`config.mk`:
```
export PLATFORM = sky130hd
export DESIGN_NAME = debounce_bank
export DESIGN_NICKNAME = d
export VERILOG_FILES = /design/src/rtl/debounce_bank.sv
export SDC_FILE = /design/constraint.sdc
export NUM_CORES = 1
export LEC_CHECK = 0
export ABC_CLOCK_PERIOD_IN_PS = 3900
export BUFFER_PORTS_ARGS = -buffer_cell sky130_fd_sc_hd__buf_2
export CAP_MARGIN = 0
export CORE_MARGIN = 2
export CORE_UTILIZATION = 65
export CTS_BUF_LIST = sky130_fd_sc_hd__clkbuf_4 sky130_fd_sc_hd__clkbuf_8
export DETAILED_ROUTE_END_ITERATION = 16
export HOLD_SLACK_MARGIN = 0.05
export MAX_ROUTING_LAYER = met4
export PLACE_DENSITY = 0.83
export SLEW_MARGIN = 25
export SYNTH_ARGS = -nofsm -noshare
export SYNTH_HDL_FRONTEND = slang
export SYNTH_SLANG_ARGS = --single-unit
export TNS_END_PERCENT = 30
```
`constraint.sdc`:
```
create_clock -name i_clk -period 3.9 [get_ports i_clk]
set_input_delay 0.78 -clock i_clk [delete_from_list [all_inputs] [get_ports i_clk]]
set_output_delay 0.78 -clock i_clk [all_outputs]
set_load 0.01 [all_outputs]
```
`src/rtl/debounce_bank.sv`:
```
// Multi-channel key/switch debouncer: 2-FF synchroniser, tick-gated stability counter,
// registered edge pulses and a per-channel long-press / auto-repeat sequencer.
module debounce_bank #(
    parameter int N_CH       = 4,
    parameter int CNT_N      = 7,
    parameter int IDLE_LEVEL = 1,
    parameter int HOLD_N     = 500,
    parameter int REPEAT_N   = 100
) (
    input  logic            i_clk,
    input  logic            i_rst,
    input  logic            i_tick,
    input  logic [N_CH-1:0] i_in,
    output logic [N_CH-1:0] o_debounced,
    output logic [N_CH-1:0] o_pos,
    output logic [N_CH-1:0] o_neg,
    output logic [N_CH-1:0] o_long,
    output logic [N_CH-1:0] o_rpt
);
    localparam int CW   = (CNT_N > 0) ? $clog2(CNT_N + 1) : 1;
    localparam int HMAX = (HOLD_N > REPEAT_N) ? HOLD_N : REPEAT_N;
    localparam int HW   = $clog2(HMAX + 1);

    localparam logic          IDLE_BIT  = (IDLE_LEVEL != 0);
    localparam logic [CW-1:0] CNT_LOAD  = CW'(CNT_N);
    localparam logic [CW-1:0] CNT_ZERO  = {CW{1'b0}};
    localparam logic [CW-1:0] CNT_ONE   = CW'(1);
    localparam logic [HW-1:0] HOLD_ZERO = {HW{1'b0}};
    localparam logic [HW-1:0] HOLD_ONE  = HW'(1);
    localparam logic [HW-1:0] HOLD_LAST = HW'(HOLD_N - 1);
    localparam logic [HW-1:0] RPT_LAST  = HW'(REPEAT_N - 1);

    typedef enum logic [1:0] {
        PH_IDLE = 2'd0,
        PH_WAIT = 2'd1,
        PH_RPT  = 2'd2
    } phase_t;

    logic [N_CH-1:0] sync1_r;
    logic [N_CH-1:0] sync2_r;

    // two-flop synchroniser, clocked every cycle independent of i_tick
    always_ff @(posedge i_clk or negedge i_rst) begin
        if (!i_rst) begin
            sync1_r <= {N_CH{IDLE_BIT}};
            sync2_r <= {N_CH{IDLE_BIT}};
        end else begin
            sync1_r <= i_in;
            sync2_r <= sync1_r;
        end
    end

    for (genvar c = 0; c < N_CH; c++) begin : g_ch
        logic [CW-1:0] cnt_r, cnt_nx_s;
        logic [HW-1:0] hold_r, hold_nx_s;
        phase_t        phase_r, phase_nx_s;
        logic          deb_r, deb_nx_s, flip_s, pressed_s;
        logic          long_nx_s, rpt_nx_s;
        logic          pos_r, neg_r, long_r, rpt_r;

        assign pressed_s = (deb_r != IDLE_BIT);

        // stability counter: flip only after CNT_N+1 consecutive mismatching ticks
        always_comb begin
            cnt_nx_s = cnt_r;
            deb_nx_s = deb_r;
            flip_s   = 1'b0;
            if (!i_tick) begin
                cnt_nx_s = cnt_r;
            end else if (sync2_r[c] == deb_r) begin
                cnt_nx_s = CNT_LOAD;
            end else if (cnt_r != CNT_ZERO) begin
                cnt_nx_s = cnt_r - CNT_ONE;
            end else begin
                cnt_nx_s = CNT_LOAD;
                deb_nx_s = ~deb_r;
                flip_s   = 1'b1;
            end
        end

        // press sequencer; any flip restarts it, so a release beats a terminal count
        always_comb begin
            phase_nx_s = phase_r;
            hold_nx_s  = hold_r;
            long_nx_s  = 1'b0;
            rpt_nx_s   = 1'b0;
            if (flip_s) begin
                hold_nx_s  = HOLD_ZERO;
                phase_nx_s = pressed_s ? PH_IDLE : PH_WAIT;
            end else if (i_tick && pressed_s) begin
                case (phase_r)
                    PH_WAIT: begin
                        if (hold_r == HOLD_LAST) begin
                            long_nx_s  = 1'b1;
                            hold_nx_s  = HOLD_ZERO;
                            phase_nx_s = PH_RPT;
                        end else begin
                            hold_nx_s = hold_r + HOLD_ONE;
                        end
                    end
                    PH_RPT: begin
                        if (hold_r == RPT_LAST) begin
                            rpt_nx_s  = 1'b1;
                            hold_nx_s = HOLD_ZERO;
                        end else begin
                            hold_nx_s = hold_r + HOLD_ONE;
                        end
                    end
                    default: begin
                        hold_nx_s  = HOLD_ZERO;
                        phase_nx_s = PH_WAIT;
                    end
                endcase
            end else begin
                hold_nx_s = hold_r;
            end
        end

        // channel state and registered pulse outputs
        always_ff @(posedge i_clk or negedge i_rst) begin
            if (!i_rst) begin
                cnt_r   <= CNT_LOAD;
                deb_r   <= IDLE_BIT;
                phase_r <= PH_WAIT;
                hold_r  <= HOLD_ZERO;
                pos_r   <= 1'b0;
                neg_r   <= 1'b0;
                long_r  <= 1'b0;
                rpt_r   <= 1'b0;
            end else begin
                cnt_r   <= cnt_nx_s;
                deb_r   <= deb_nx_s;
                phase_r <= phase_nx_s;
                hold_r  <= hold_nx_s;
                pos_r   <= flip_s & ~deb_r;
                neg_r   <= flip_s & deb_r;
                long_r  <= long_nx_s;
                rpt_r   <= rpt_nx_s;
            end
        end

        assign o_debounced[c] = deb_r;
        assign o_pos[c]       = pos_r;
        assign o_neg[c]       = neg_r;
        assign o_long[c]      = long_r;
        assign o_rpt[c]       = rpt_r;
    end
endmodule

```
==> run_results.csv <==
group,metric,value,unit
logic_synthesis,synth_area_leader_cell,"dfrtp_1",
sta,setup_tns,0,ps
global_route,grt_first_pass_wirelength,13800,microns
setup_path,worstPathRequired,4160,ps
sta,finClkSkew,11.2,ps
final_layout,drive_gt1_share,18.7,%
clock_network,ctsLongestPathBuffers,2,
die,start_util,67.1,%
power_and_ir_drop,ir_worst_vdd,0.269,mV
logic_synthesis,avgSynthCellArea,9.83,sq um
drt,wl_per_cell,14.6,microns
drt,firstDrtPassIters,4,
sta,timing_hold_violations_final,0,
clock_network,clockRootBuffer,"clkbuf_8",
logic_synthesis,syn-num-nets,488,
die,die-area,7660,sq um
setup_path,crit_path_end_kind,"register",
clock_network,clock_latency,350,ps
clock_network,cts_tree,"built",
logic_synthesis,syn_area,4530,sq um
die,io_pins,27,
setup_path,r2r-start,"g_ch[2].cnt_r[0]",
outcome,status,"complete, no violations",
sta,fin_crit_sh,58.7,%
drt,vias,3342,
power_and_ir_drop,swShare,36.2,%
setup_path,ff2ff_path_depth,7,
clock_network,numCtsBuffers,9,
logic_synthesis,synth_top_area_share,30.9,%
placement,hpwlAfterDp,5440,microns
setup_path,endpoint,"g_ch[0].hold_r[8]",
logic_synthesis,synth_cells,461,
setup_path,reg2reg_setup_slack,1620,ps
logic_synthesis,ys_seq_elements,84,
logic_synthesis,ys_warn_count,0,
global_route,grt_max_degree,85,
clock_network,post_cts_buffers,0,
placement,dp_slack,1290,ps
drt,drc,0,
logic_synthesis,synth_top_flop_cell,"dfrtp_1",
power_and_ir_drop,p_leak,2.19,nW
min_path,hold_class,"register to register",
power_and_ir_drop,pwr-share-seq,44.9,%
run,drv_cap,0,
clock_network,cts_resized,0,
global_route,grt_usage,23.5,%
final_layout,nets,492,
die,design.core.area,6760,sq um
final_layout,n_antenna_cell,0,
logic_synthesis,synth_edf_count,0,
sta,setup_viol,0,
logic_synthesis,synthArstFlopShare,100,%
clock_network,clk_pin_slew,80,ps
power_and_ir_drop,power.total,2.64,mW
setup_path,startpoint,"i_tick",
final_layout,area_growth,4.14,%
global_route,antenna_found_initial,0,
sta,max_slew_margin,42.3,%
sta,timing.hold.ws,359,ps
logic_synthesis,ys_types,58,
logic_synthesis,yosysSeqAreaShare,47.2,%
sta,rsz0062_at_grt,"false",
drt,post_drt_via_cell_ratio,6.08,
drt,ant_nets,0,
placement,post_dp_cell_area,4530,sq um
drt,first_iter_violations,145,
drt,wirelength,8010,microns
sta,slew_viol_final,0,
setup_path,cp-start-kind,"input port",
sta,fin_ws,1610,ps
setup_path,critPathMaxFanout,40,
final_layout,final_area,4720,sq um
global_route,overflow,0,
power_and_ir_drop,power_density,560,nW/um^2
sta,worst_pin_slew,862,ps
setup_path,worstPathArrival,2550,ps
setup_path,crit_type,"input port to register",
clock_network,htreeDepth,3,
sta,max_clock_freq,437,MHz
power_and_ir_drop,comb_power_share,33.1,%
die,die_h,87.5,microns
logic_synthesis,yosysMostFrequentCell,"dfrtp_1",
clock_network,cts_hold_buffers,0,
setup_path,rr_endpoint,"g_ch[2].hold_r[6]",
logic_synthesis,synth_area_leaders,"dfrtp_1 31%, dfstp_2 16%, ha_1 5.5%",
power_and_ir_drop,clockPowerShare,22.0,%
die,rows,30,
clock_network,numClockSinks,84,
sta,fin_crit,2290,ps
power_and_ir_drop,p_int,1.69,mW
global_route,grt_pass1_vias,3219,
logic_synthesis,synth.top_cells.by_count,"56 x dfrtp_1, 41 x nand2_1, 37 x inv_1",
die,die_w,87.5,microns
placement,io_buffers,26,
power_and_ir_drop,p_sw,0.956,mW
placement,place.gp.congestion,0.881,
-- final cells by class --
class,instances,area (sq um)
multi-input cells,307,2020
fillers,497,2040
clock buffers,13,166
clock inverters,3,21.3
repair buffers,26,136
flip-flops and latches,84,2140
inverters,37,139
well taps,80,100
-- cell families after synthesis --
group	Yosys count	synth area share [%]
AO/OA/AOI/OAI	96	15.9
flip-flops	84	47.2
multiplexers	4	0.884
buffers and inverters	70	8.28
XOR/XNOR	10	1.93
AND/OR/NAND/NOR	177	20.3
adder cells (fa/ha/maj)	20	5.52
-- cell usage in the layout, fill, tap and decap left out, types with 12 or more instances in the layout --
master    count
nor2_1       27
nand2_1      41
and3_1       12
inv_1        37
o22ai_1      12
a21oi_1      16
buf_2        25
dfrtp_1      56
a31oi_1      12
nand2b_1     12
ha_1         20
dfstp_2      28
nand3_1      30
-- flip-flops by register name, indices dropped and copies added (netlist names) --
signal / flops
g_ch.pos_r: 4
g_ch.hold_r: 36
sync1_r: 4
g_ch.long_r: 4
g_ch.deb_r: 4
g_ch.phase_r: 8
g_ch.neg_r: 4
g_ch.rpt_r: 4
g_ch.cnt_r: 12
sync2_r: 4
-- layer usage --
metal | vias to the layer above | track usage, % | part of all wire [%]
met5 | - | - | 0
met4 | 0 | 11.2 | 1.4
met3 | 10 | 4.08 | 3.3
met2 | 64 | 38.1 | 49
met1 | 1628 | 28.5 | 47
li1 | 1640 | - | -
-- per-stage QoR --
| step | utilization [%] | instances |
|---|---|---|
| after floorplan | - | 461 |
| after detailed placement | 67.0 | 534 |
| after CTS | 69.8 | 550 |
| after global routing | 69.9 | 550 |
| after global placement | 67.0 | 534 |
| final | 69.9 | 550 |
-- worst min path at each step --
stage,cells after the start,startpoint,to
finish,0,sync1_r[0],sync2_r[0]
floorplan,0,sync1_r[0],sync2_r[0]
global placement,0,sync1_r[1],sync2_r[1]
CTS,0,sync1_r[0],sync2_r[0]
detailed placement,0,sync1_r[0],sync2_r[0]
global route,0,sync1_r[1],sync2_r[1]
-- power groups by stage --
| stage | logic (mW) | clock network, mW | registers (mW) |
|---|---|---|---|
| 2_1_floorplan | 0.745 | 0 | 1.15 |
| 3_3_place_gp | 0.830 | 0 | 1.18 |
| 3_5_place_dp | 0.866 | 0 | 1.20 |
| 4_1_cts | 0.874 | 0.602 | 1.18 |
| 5_1_grt | 0.980 | 0.640 | 1.21 |
| 6_report | 0.874 | 0.582 | 1.19 |
-- worst max-delay path: stages --
cell	delay [ps]
buf_2	500
nor2b_1	400
nor2_1	220
or4_1	530
o21ai_0	110
No activity file was read; power rests on OpenSTA's default activity.
